===== src/rtl/pc_fetch_unit_pkg.sv =====
// pc_fetch_unit_pkg: shared state encoding, datapath width and reset PC default
package pc_fetch_unit_pkg;
    localparam int ADDR_W = 8;
    localparam logic [ADDR_W-1:0] RESET_PC_DEFAULT = 8'h00;
    typedef enum logic [1:0] {S_IDLE, S_FETCH, S_ISSUE, S_HALTED} state_e;
endpackage


===== src/rtl/fetch_timer.sv =====
// fetch_timer: counts consecutive unacknowledged fetch cycles and flags the MAX_WAIT-th
module fetch_timer #(
    parameter int MAX_WAIT = 15
) (
    input  logic clock,
    input  logic reset,
    input  logic waiting_i,
    output logic expired_o
);
    localparam int CW = $clog2(MAX_WAIT + 1);
    logic [CW-1:0] cnt_q, cnt_d;
    // any cycle that is not a missed fetch restarts the count
    always_comb cnt_d = waiting_i ? cnt_q + 1'b1 : '0;
    assign expired_o = waiting_i && (cnt_q == CW'(MAX_WAIT - 1));
    always_ff @(posedge clock) begin
        if (!reset) cnt_q <= '0;
        else        cnt_q <= cnt_d;
    end
endmodule


===== src/rtl/pc_fetch_unit.sv =====
// pc_fetch_unit: PC register and fetch/issue FSM with fetch timeout
module pc_fetch_unit
    import pc_fetch_unit_pkg::*;
#(
    parameter logic [ADDR_W-1:0] RESET_PC = RESET_PC_DEFAULT,
    parameter int MAX_WAIT = 15
) (
    input  logic              clock,
    input  logic              reset,
    input  logic              branch_taken,
    input  logic [ADDR_W-1:0] branch_target,
    input  logic              halt,
    output logic              imem_req,
    output logic [ADDR_W-1:0] imem_addr,
    input  logic              imem_ack,
    input  logic [ADDR_W-1:0] imem_rdata,
    output logic              instr_valid,
    output logic [ADDR_W-1:0] instr_out,
    output logic [ADDR_W-1:0] instr_pc,
    input  logic              instr_ready,
    output logic [ADDR_W-1:0] pc_out,
    output logic              halted,
    output logic              fetch_error
);
    state_e state_q, state_d;
    logic [ADDR_W-1:0] pc_q, pc_d, instr_q, instr_d, ipc_q, ipc_d;
    logic err_q, err_d, expired;

    fetch_timer #(.MAX_WAIT(MAX_WAIT)) u_timer (
        .clock     (clock),
        .reset     (reset),
        .waiting_i (state_q == S_FETCH && !imem_ack),
        .expired_o (expired)
    );

    always_comb begin
        state_d = state_q;
        pc_d    = pc_q;
        instr_d = instr_q;
        ipc_d   = ipc_q;
        err_d   = err_q;
        case (state_q)
            S_IDLE:  state_d = halt ? S_HALTED : S_FETCH;
            S_FETCH: begin
                if (imem_ack) begin
                    instr_d = imem_rdata;
                    ipc_d   = pc_q;
                    state_d = S_ISSUE;
                end else if (expired) begin
                    err_d   = 1'b1;
                    state_d = S_HALTED;
                end
            end
            S_ISSUE: begin
                if (instr_ready) begin
                    pc_d    = branch_taken ? branch_target : pc_q + 1'b1;
                    state_d = halt ? S_HALTED : S_FETCH;
                end
            end
            default: state_d = S_HALTED;
        endcase
    end

    always_ff @(posedge clock) begin
        if (!reset) begin
            state_q <= S_IDLE;
            pc_q    <= RESET_PC;
            instr_q <= '0;
            ipc_q   <= '0;
            err_q   <= 1'b0;
        end else begin
            state_q <= state_d;
            pc_q    <= pc_d;
            instr_q <= instr_d;
            ipc_q   <= ipc_d;
            err_q   <= err_d;
        end
    end

    assign imem_req    = state_q == S_FETCH;
    assign imem_addr   = pc_q;
    assign pc_out      = pc_q;
    assign instr_valid = state_q == S_ISSUE;
    assign instr_out   = instr_q;
    assign instr_pc    = ipc_q;
    assign halted      = state_q == S_HALTED;
    assign fetch_error = err_q;
endmodule

===== config.mk =====
export PLATFORM = sky130hd
export DESIGN_NAME = pc_fetch_unit
export DESIGN_NICKNAME = d
export VERILOG_FILES = /design/src/rtl/pc_fetch_unit_pkg.sv /design/src/rtl/fetch_timer.sv /design/src/rtl/pc_fetch_unit.sv
export SDC_FILE = /design/constraint.sdc
export NUM_CORES = 1
export LEC_CHECK = 0
export CAP_MARGIN = 20
export CORE_MARGIN = 2
export CORE_UTILIZATION = 46
export DETAILED_ROUTE_END_ITERATION = 16
export PLACE_DENSITY_LB_ADDON = 0.12
export SYNTH_ARGS = -nofsm -noshare
export SYNTH_HDL_FRONTEND = slang
export SYNTH_HIERARCHICAL = 1
export SYNTH_SLANG_ARGS = --single-unit

===== constraint.sdc =====
create_clock -name clock -period 4.21 [get_ports clock]
set_input_delay 0.421 -clock clock [delete_from_list [all_inputs] [get_ports clock]]
set_output_delay 0.421 -clock clock [all_outputs]
set_load 0.02 [all_outputs]

# After elaboration in Yosys (flattened, before gate mapping)
# Index checks and enable logic that the tools add are counted.
# totals
register_bits,31
inputBits,22
out_inout_bits,36
# classes
n_addsub,2
n_eq_ne,6
n_mux,6
bitwise_logic,1
n_reduce_logical,9
# ops
op,count
8-bit by 1-bit adder with 8-bit output (second input constant),1
2-bit 2-to-1 mux,4
8-bit 2-to-1 mux,1
2-bit AND reduction,4
2-bit one-hot mux with 3 select lines,1
4-bit by 1-bit adder with 4-bit output (second input constant),1
2-bit equality test (second input constant),2
4-bit equality test (second input constant),1
3-bit by 1-bit inequality test with 1-bit output (second input constant),1
3-bit AND reduction,1
2-bit by 1-bit equality test with 1-bit output (second input constant),1
1-bit logical AND,2
2-bit logical NOT,1
2-bit by 1-bit inequality test with 1-bit output (second input constant),1
1-bit logical NOT,1
1-bit inverter,1

# Depth between registers and ports, before layout
# Gate-level depths: netlist of run 1.
# logic_depth
word_depth,6
depth_mapped,5
mapped_depth_nobuf,5

# Cells and area by module
# The synthesis of run 1 kept the hierarchy.
# by_module_without_submodules
mod,n_inst,cells_per_inst,area_each_um2,seq_area_each_um2
pc_fetch_unit,1,155,1273.7,540.5
fetch_timer,1,17,170.2,80.1

# Least setup slack after synthesis of run 1
# Ideal clock, no wire load.
# synth_timing
path_kind,reg2reg
start,register pc_q[0] (netlist: imem_addr[0])
end,register pc_q[6] (netlist: imem_addr[6])
setup_time_ns,0.079
arrival_ns,1.357
setup_slack_ns,2.774
stages_incl_launch_ff,5
n_path_buf,0
synth_period_minus_slack_ns,1.436
path_cell_list,dfxtp_1 ha_1 nand4_1 o41a_1 o211ai_1
# synth_between
elab_chain_cells,2
# synth_rtl
element,line_no,text
from (decl),pc_fetch_unit.sv:26,"logic [ADDR_W-1:0] pc_q, pc_d, instr_q, instr_d, ipc_q, ipc_d;"
from (signal assigned),pc_fetch_unit.sv:73,pc_q <= pc_d;
8-bit by 1-bit adder with 8-bit output,pc_fetch_unit.sv:56,pc_d = branch_taken ? branch_target : pc_q + 1'b1;
8-bit 2-to-1 mux,pc_fetch_unit.sv:56,
# Every way passes these cells.
# A chain may end at the register's enable or synchronous reset.

# Worst setup path in the final report of run 1
# layout_timing
start,register state_q[1]
end,output port instr_valid
# layout_between
elab_chain_cells,1
# layout_rtl
element,line_no,text
from (decl),pc_fetch_unit.sv:25,"state_e state_q, state_d;"
from (signal assigned),pc_fetch_unit.sv:72,state_q <= state_d;
2-bit equality test,pc_fetch_unit.sv:83,assign instr_valid = state_q == S_ISSUE;
to (decl),pc_fetch_unit.sv:17,"output logic instr_valid,"
# Every way passes these cells.

==> results of run 1 <==
-- per-stage QoR --
step / cell area (um2) / std cells
floorplan: 1440 / 172
global placement: 1960 / 256
detailed placement: 1960 / 256
CTS: 2030 / 264
global route: 2030 / 264
finish: 2030 / 264
-- report_power, final --
| part | switching (uW) | internal (uW) | leakage, uW |
|---|---|---|---|
| clock network | 95.0 | 98.3 | 0.0000386 |
| logic | 51.2 | 52.5 | 0.000417 |
| registers | 12.2 | 303 | 0.000252 |
| total | 158 | 453 | 0.000707 |
-- final cells by class --
| class | count | area [um2] | share of cell area |
|---|---|---|---|
| Inverter | 6 | 22.5 | 0.0111 |
| Clock buffer | 8 | 68.8 | 0.0340 |
| Tap cell | 44 | 55.1 | 0.0272 |
| Multi-Input combinational cell | 118 | 689 | 0.340 |
| Sequential cell | 31 | 621 | 0.306 |
| Timing Repair Buffer | 57 | 571 | 0.281 |
-- worst min path at each step --
stage / slack, ns / endpoint / depth (start not counted)
after floorplan: 0.43 / u_timer/cnt_q[0] / 1
after global placement: 0.44 / instr_out[0] / 2
after detailed placement: 0.45 / instr_pc[0] / 2
after CTS: 0.46 / instr_pc[0] / 2
after global routing: 0.48 / instr_pc[3] / 2
final: 0.46 / instr_pc[0] / 2
-- layer usage --
layer | share of wire | track usage | wire, um | vias to the layer above
li1 | - | - | - | 690
met1 | 0.45 | 0.249 | 1520 | 646
met2 | 0.49 | 0.334 | 1660 | 50
met3 | 0.054 | 0.0433 | 184 | 2
met4 | 0.0056 | 0.0984 | 19 | 0
met5 | 0 | 0 | 0 | -
-- worst register-to-register path: cells and delay by family, from the launching register on --
kind / cells / cell delay (ns)
flip-flops: 1 / 0.47
buffers and inverters: 1 / 0.05
AND/OR/NAND/NOR: 2 / 0.87
AO/OA/AOI/OAI: 1 / 0.20
-- logic make-up (layout without fill, tap and decap cells) --
kind of cell    after synthesis  count (layout)  share of synthesized area
simple gates                 70              70                      0.235
compound gates               40              40                      0.183
flops                        31              31                      0.430
buf+inv                      23              71                     0.0927
mux                           4               4                     0.0277
fa+ha+maj                     3               3                     0.0260
xor+xnor                      1               1                    0.00607
-- layout by cell type (no fill, tap or decap), types with 2 or more instances in the layout --
cell type | synthesis | layout
clkbuf_8 | 0 | 2
ha_1 | 3 | 3
a21oi_1 | 19 | 19
nand2_1 | 36 | 36
clkdlybuf4s50_1 | 0 | 57
nand3_1 | 5 | 5
o21ai_0 | 3 | 3
a211oi_1 | 4 | 4
nor2b_1 | 2 | 2
clkbuf_4 | 0 | 5
inv_1 | 5 | 5
dfxtp_1 | 31 | 31
nand4_1 | 3 | 3
nor2_1 | 8 | 8
a31oi_1 | 2 | 2
a32oi_1 | 2 | 2
and3b_1 | 2 | 2
mux2i_1 | 4 | 4
o211ai_1 | 3 | 3
nand3b_1 | 4 | 4
and2_1 | 4 | 4
nor3b_1 | 2 | 2
-- flip-flops by register name, summed over array words and instances (netlist names) --
| name | cells |
|---|---|
| imem_addr | 8 |
| state_q | 2 |
| fetch_error | 1 |
| instr_pc | 8 |
| instr_out | 8 |
| u_timer/cnt_q | 4 |
==> key figures, run 1 <==
Route
  • Via density: 5.26
  • Via Count: ~1.4k
  • # DRC: 0
  • First-pass DRT Iterations: 4
  • Routed len/inst: 12.8 um
  • Post-DRT Antenna Nets: 0
  • Initial drt markers: slightly above 70
  • DRT Wirelength: between 3000 and 4000 um

Critical path
  • CP cell instances: nor2b_1 > clkdlybuf4s50_1
  • FF-to-FF path depth: 4
  • R2R Path End: state_q[1]
  • WP buf/inv: 1
  • WP data required: roughly 3.8 ns
  • Worst path slowest cell: clkdlybuf4s50_1
  • Crit path arrival time: between 1.5 and 2 ns
  • RR Startpoint: state_q[0]
  • Critical path's largest stage delay: roughly 0.68 ns
  • Reg2reg setup slack: between 2 and 3 ns
  • CP delay by family, top: buffers and inverters
  • Crit Path Class: reg2out
  • Worst setup SP type: flip-flop
  • CP endpoint: instr_valid
  • Crit end category: primary output
  • Critical path depth: 2
  • Crit path from: state_q[1]
  • Worst-path maximum fanout: 9

Timing
  • Achievable Freq: roughly 0.45 GHz
  • Fin crit share: 0.524
  • Max-slew headroom at the worst pin: 0.600
  • Hold_ws: between 0.4 and 0.5 ns
  • Final Hold Viols: 0
  • Final setup margin: ~2 ns
  • Worst Tran Pin Value: approximately 0.6 ns
  • Worst Skew: 0.0102 ns
  • Setup violators final: 0
  • RSZ-0062 raised after global routing: false
  • Final Slew Violations: 0
  • Setup_tns: 0 ns
  • Minimum clock period after layout: roughly 2.2 ns

Clock network
  • CTS Buffer Depth: 2
  • Total CTS buffers: 5
  • Clk Latency, worst-skew pair: 0.31 ns
  • Count of hold-fix buffers inserted at cts: 0
  • H-tree depth: 2
  • CTS root buf: clkbuf_4
  • Cts repair resizes: 0
  • Clk sink count: 31
  • CTS tree: done
  • Post-CTS setup buffer count: 0
  • Worst-path clk slew: 0.09 ns

Synthesis
  • Average cell area after synthesis: roughly 8.4 um2
  • Most common cell in the netlist: nand2_1
  • Library cells used by synthesis: 36
  • Synth warnings: 6
  • Post-synth ARST share: 0
  • Largest area contributor in the netlist: dfxtp_1
  • Synth top area share: 0.430
  • Cell Area, Synth: approximately 1400 um2
  • Top cells by count, synth: 36 x nand2_1, 31 x dfxtp_1, 19 x a21oi_1
  • Seq/Total Area, Yosys: 0.430
  • Mapped Nets: ~200
  • Synth Flop Type: dfxtp_1
  • Mapped Cells: between 150 and 200
  • Flop and latch count out of synthesis: 31
  • Largest cells by area after synthesis: dfxtp_1 43%, nand2_1 9.4%, a21oi_1 6.6%
  • Post-synth EDFFs: 0

Global routing
  • Largest net degree at the start of global routing: 26
  • GRT Util Overall: 0.203
  • Initial antenna violation count: 0
  • GRT overflow: 0
  • Vias in the first global route: 1281
  • Global-route wire length before repair: approximately 5500 um

Final layout
  • Final Util: 0.669
  • # diodes: 0
  • Share of post-route cells with drive strength above 1: 0.0500
  • Fill cells: 285
  • Nets: around 240
  • P&R area growth vs syn: 40.4%

Hold path
  • Hold Path Class: reg2reg
  • Hold Path Origin: instr_pc[0]

Die
  • Cell Rows: 20
  • Die H: 60.0 um
  • Core box area: 3030 um2
  • Initial Util: 0.477
  • Die width: between 60 and 70 um
  • Die ar.: 3600 um2
  • Top-Level Pins: between 50 and 60

Placed design
  • Detailed placement HPWL: approximately 2400 um
  • GP Congestion: 0.864
  • Port Buffers: 57
  • Pre-CTS setup slack: roughly 2.2 ns

Power
  • Power Total: between 600 and 700 uW
  • Power per cell area: between 300 and 400 nW/um2
  • VDD IR max: ~180 uV
  • P_leak: roughly 0.00071 uW

Flow run
  • MaxCap Viol Count: 0

Status
  • Outcome: completed
(Power assumes the default switching activity.)
==> run 2, diff against run 1 <==
- CORE_UTILIZATION: 46 -> 38
- clock period: 4.21 -> 1.85 ns (I/O delays scaled with it)
==> run 2 against run 1 <==
Clock-buffer cell count fell by 2. Non-clock buffer count grew 6. Power up 140%. Flip-flop and latch count unchanged. Worst setup slack worse by 1.9 ns. Critical path depth unchanged. Clock skew shrank 0.0074 ns. Global-route usage down 3.2 points. Critical endpoint unchanged. First-iteration DRC count is 36% lower. Largest power group unchanged. Wire length increased by 3.4%. Largest cell class unchanged.
==> key figures, run 2 (synthesis results as in run 1) <==
Critical path
  • Crit end category: primary output
  • RR Startpoint: imem_addr[0]
  • R2R Path End: imem_addr[6]
  • Worst-path maximum fanout: 9 (unchanged)
  • Crit Path Class: reg2out
  • Reg2reg setup slack: 0.36 ns (-2.18 ns)
  • Crit path arrival time: 1.58 ns (-0.20 ns)
  • FF-to-FF path depth: 4 (unchanged)
  • Worst setup SP type: flip-flop
  • WP data required: 1.66 ns (-2.13 ns)

Clock network
  • Total CTS buffers: 5 (unchanged)
  • Cts repair resizes: 0 (unchanged)
  • H-tree depth: 2 (unchanged)
  • Worst-path clk slew: 0.06 ns (-0.03 ns)
  • Clk sink count: 31 (unchanged)
  • Count of hold-fix buffers inserted at cts: 0 (unchanged)
  • Clk Latency, worst-skew pair: 0.28 ns (-0.03 ns)
  • CTS Buffer Depth: 2 (unchanged)
  • Post-CTS setup buffer count: 0 (unchanged)
  • CTS tree: done
  • CTS root buf: clkbuf_8

Die
  • Core box area: 3660 um2 (+21%)
  • Die H: 65.6 um (+9.4%)
  • Initial Util: 0.394 (-0.0825)
  • Cell Rows: 22 (+10%)
  • Die ar.: 4310 um2 (+20%)
  • Die width: 65.6 um (+9.4%)
  • Top-Level Pins: 58 (unchanged)

Hold path
  • Hold Path Class: in2reg
  • Hold Crit Endpoint: instr_out[5]
  • Worst Hold Path Cells: 3 (+1)
  • Hold Path Origin: imem_rdata[5]

Power
  • Power per cell area: 710 nW/um2 (+140%)
  • Clock network power share: 0.352 (+0.036)
  • P_leak: 0.000746 uW (+5.5%)
  • Combinational power share: 0.166 (-0.003)
  • VDD IR max: 333 uV (+85%)
  • Power Total: 1490 uW (+140%)
  • Sequential Power Share: 0.482 (-0.033)
  • Sw Share: 0.254 (-0.00452)
  • Int Power: 1110 uW (+140%)
  • Net load switching power: 379 uW (+140%)

Final layout
  • Nets: 250 (+2.5%)
  • P&R area growth vs syn: 45.1%
  • Share of post-route cells with drive strength above 1: 0.0756 (+0.0256)
  • Most frequent cells in the layout: 57 x clkdlybuf4s50_1, 36 x nand2_1, 31 x dfxtp_1, 19 x a21oi_1, 8 x nor2_1
  • Final Util: 0.572 (-0.0970)
  • # diodes: 0 (unchanged)
  • Commonest non-fill, non-tap cell in the layout: clkdlybuf4s50_1

Placed design
  • Port Buffers: 57 (unchanged)
  • GP Congestion: 0.813 (-5.8%)
  • Detailed placement HPWL: 2540 um (+4.1%)
  • Pre-CTS setup slack: 0.188 ns (-2.00 ns)

Route
  • Via density: 4.99 (-5.1%)
  • # DRC: 0 (unchanged)
  • Initial drt markers: 46 (-36%)
  • Post-DRT Antenna Nets: 0 (unchanged)
  • First-pass DRT Iterations: 4 (unchanged)
  • DRT Wirelength: 3500 um (+3.4%)
  • Routed len/inst: 12.8 um (about the same)
  • Via Count: 1362 (-1.9%)

Global routing
  • Global-route wire length before repair: 5730 um (+3.9%)
  • GRT Util Overall: 0.170 (-0.0321)
  • Initial antenna violation count: 0 (unchanged)
  • Largest net degree at the start of global routing: 19 (-27%)
  • GRT overflow: 0 (unchanged)
  • Vias in the first global route: 1262 (-1.5%)

Timing
  • Fin crit share: 0.957
  • Worst Skew: 0.00272 ns (-0.00744 ns)
  • Minimum clock period after layout: approximately 1.8 ns
  • Setup_tns: 0 ns (unchanged)
  • RSZ-0062 raised after global routing: false
  • Final setup margin: 0.0803 ns (-1.93 ns)
  • Final Slew Violations: 0 (unchanged)
  • Final Hold Viols: 0 (unchanged)
  • Setup violators final: 0 (unchanged)
  • Max-slew headroom at the worst pin: 0.583 (-0.0175)
  • Worst Tran Pin Value: 0.624 ns (+0.0256 ns)
  • Achievable Freq: around 0.57 GHz

Status
  • Outcome: completed

Flow run
  • MaxCap Viol Count: 0 (unchanged)
run 2: worst max-delay path, cell delays in order, from the launching register on:
cell and delay [ns]:
dfxtp_1 0.44, nor2b_1 0.22, clkdlybuf4s50_1 0.65
run 2: how the worst max path moves through the flow:
stage | cells past startpoint | endpoint | slack (ns) | startpoint
global route | 2 | instr_valid | 0.007 | state_q[1]
floorplan | 4 | imem_addr[6] | 0.41 | imem_addr[0]
detailed placement | 4 | imem_addr[4] | 0.19 | branch_taken
CTS | 2 | instr_valid | 0.07 | state_q[1]
finish | 2 | instr_valid | 0.08 | state_q[1]
global placement | 4 | imem_addr[4] | 0.24 | branch_taken
run 2: power groups by stage:
stage	registers [uW]	logic, uW	clock network [uW]
finish	718	247	524
global route	722	266	566
CTS	717	250	543
detailed placement	732	248	0
global placement	731	245	0
floorplan	746	114	0
run 2: metal layers:
metal	GRT usage	wire (um)	vias to the layer above
li1	-	-	697
met1	0.218	1640	606
met2	0.268	1530	52
met3	0.0479	270	7
met4	0.0703	59	0
met5	0	0	-
run 2: layout make-up:
cell class	count	area, um2
Tap cell	48	60.1
Fill cell	336	1570
Sequential cell	31	621
Multi-Input combinational cell	118	689
Clock buffer	6	82.6
Timing Repair Buffer	63	616
Clock inverter	1	5.00
Inverter	6	22.5
run 2: stage by stage:
stage	instance area [um2]	cells	hold slack, ns
2_1_floorplan	1440	172	0.321
3_3_place_gp	2010	266	0.442
3_5_place_dp	2010	266	0.449
4_1_cts	2100	273	0.451
5_1_grt	2100	273	0.458
6_report	2100	273	0.453
==> run 3, diff against run 2 <==
- CORE_ASPECT_RATIO: not set -> 1.25
==> run 3 against run 2 <==
Wire length up 2.1%. Highest routed layer unchanged. Sequential power is essentially flat. First-iteration DRC count grew 6.5%. Global-route usage is 0.62 points higher. Combinational power about the same. Hold slack worse by 0.0014 ns. Via count increased by 3.2%. Clock skew rose by 0.0055 ns.
==> key figures, run 3 (synthesis results as in run 1) <==
Status
  • Outcome: completed

Clock network
  • CTS tree: done
  • H-tree depth: 2 (unchanged)
  • Clk sink count: 31 (unchanged)
  • CTS root buf: clkbuf_8
  • Worst-path clk slew: 0.06 ns (about the same)
  • Clk Latency, worst-skew pair: 0.28 ns (about the same)
  • Post-CTS setup buffer count: 0 (unchanged)
  • Total CTS buffers: 5 (unchanged)
  • CTS Buffer Depth: 2 (unchanged)

Placed design
  • Port Buffers: 57 (unchanged)
  • GP Congestion: 0.833 (+2.5%)
  • Area of placed instances: 1990 um2 (-0.87%)
  • Detailed placement HPWL: 2650 um (+4.1%)

Global routing
  • Largest net degree at the start of global routing: 19 (unchanged)
  • Global-route wire length before repair: 5690 um (-0.84%)
  • GRT Util Overall: 0.177 (+0.00621)
  • Vias in the first global route: 1280 (+1.4%)
  • GRT overflow: 0 (unchanged)
  • Initial antenna violation count: 0 (unchanged)

Critical path
  • FF-to-FF path depth: 4 (unchanged)
  • Worst-path maximum fanout: 9 (unchanged)
  • Crit path arrival time: 1.52 ns (-0.06 ns)
  • Crit path from: state_q[1]
  • Crit Path Class: reg2out
  • RR Startpoint: imem_addr[0]
  • Crit end category: primary output
  • CP endpoint: instr_valid
  • WP data required: 1.66 ns (about the same)
  • R2R Path End: imem_addr[6]
  • Reg2reg setup slack: 0.38 ns (+0.02 ns)
  • Worst setup SP type: flip-flop

Final layout
  • Share of post-route cells with drive strength above 1: 0.0844 (+0.00889)
  • Most frequent cells in the layout: 57 x clkdlybuf4s50_1, 36 x nand2_1, 30 x dfxtp_1, 19 x a21oi_1, 8 x nor2_1
  • Commonest non-fill, non-tap cell in the layout: clkdlybuf4s50_1
  • Nets: 249 (-0.40%)
  • Final Util: 0.567 (-0.00506)
  • Fill cells: 363 (+8.0%)
  • P&R area growth vs syn: 46.3%
  • # diodes: 0 (unchanged)
  • Finished Cell Area: 2110 um2 (+0.78%)

Flow run
  • MaxCap Viol Count: 0 (unchanged)

Power
  • Power per cell area: 782 nW/um2 (+10%)
  • P_leak: 0.000755 uW (+1.2%)
  • VDD IR max: 687 uV (+110%)

Timing
  • Max-slew headroom at the worst pin: 0.601 (+0.0181)
  • Fin crit share: 0.924 (-0.0330)
  • Worst Tran Pin Value: 0.597 ns (-0.0271 ns)
  • Worst Skew: 0.00824 ns (+0.00553 ns)
  • RSZ-0062 raised after global routing: false
  • Final Hold Viols: 0 (unchanged)
  • Final Slew Violations: 0 (unchanged)
  • Setup_tns: 0 ns (unchanged)
  • Setup violators final: 0 (unchanged)
  • Achievable Freq: 0.585 GHz (+3.6%)
  • Minimum clock period after layout: 1.71 ns (-0.0611 ns)

Route
  • First-pass DRT Iterations: 4 (unchanged)
  • # DRC: 0 (unchanged)
  • Post-DRT Antenna Nets: 0 (unchanged)
  • Initial drt markers: 49 (+6.5%)
  • Routed len/inst: 13.5 um (+5.1%)
  • DRT Wirelength: 3570 um (+2.1%)
  • Via density: 5.31 (+6.3%)
  • Via Count: 1406 (+3.2%)

Die
  • Initial Util: 0.388 (-0.00650)
  • Die width: 59.1 um (-9.9%)
  • Die H: 72.9 um (+11%)
  • Die ar.: 4310 um2 (about the same)
  • Cell Rows: 25 (+14%)
  • Top-Level Pins: 58 (unchanged)
  • Core box area: 3720 um2 (+1.7%)

Hold path
  • Hold Path Class: in2reg
run 3: changes by cell type in the layout (fill, tap and decap cells not counted), sizes merged:
cell | before | now
buf | 6 | 5
bufinv | 0 | 1
run 3: power breakdown:
part           switching, uW  internal (uW)  total (uW)
Combinational            118            128         246
Sequential              27.9            690         718
Clock                    252            435         688
run 3: worst max-delay path, cell delays in order, from the launching register on:
cell             delay, ns
dfxtp_2               0.39
nor2b_2               0.23
clkdlybuf4s50_1       0.63
run 3: per-stage QoR:
stage | instances | setup WS, ns | total power [uW] | hold WS [ns]
floorplan | 172 | 0.414 | 860 | 0.321
global placement | 257 | 0.252 | 974 | 0.443
detailed placement | 257 | 0.167 | 979 | 0.450
CTS | 265 | 0.0442 | 1670 | 0.446
global route | 265 | 0.0617 | 1720 | 0.459
finish | 265 | 0.141 | 1650 | 0.451
run 3: worst min path at each step:
stage	start	to	cells past startpoint
after detailed placement	instr_pc[7]	instr_pc[7]	2
final	imem_rdata[0]	instr_out[0]	3
after global routing	imem_rdata[1]	instr_out[1]	3
after CTS	imem_rdata[1]	instr_out[1]	3
after global placement	u_timer/cnt_q[0]	u_timer/cnt_q[0]	1
after floorplan	imem_rdata[0]	instr_out[0]	2
run 3: area by class of cell:
cell class | instances | area (um2) | area share
Inverter | 6 | 22.5 | 0.0107
Clock inverter | 2 | 35.0 | 0.0166
Tap cell | 40 | 50.0 | 0.0237
Sequential cell | 31 | 622 | 0.294
Clock buffer | 6 | 82.6 | 0.0391
Timing Repair Buffer | 62 | 608 | 0.288
Multi-Input combinational cell | 118 | 692 | 0.328
run 3: repair_timing:
action / in CTS / in global routing
gates resized for setup: 1 / 1
hold buffers: 0 / 0
endpoints found under the setup margin: 1 / 1
run 3: per-layer routing:
metal / vias up / global-route usage / routed length, um
li1: 700 / - / -
met1: 645 / 0.208 / 1470
met2: 54 / 0.293 / 1770
met3: 7 / 0.0603 / 266
met4: 0 / 0.0682 / 65
met5: - / 0 / 0
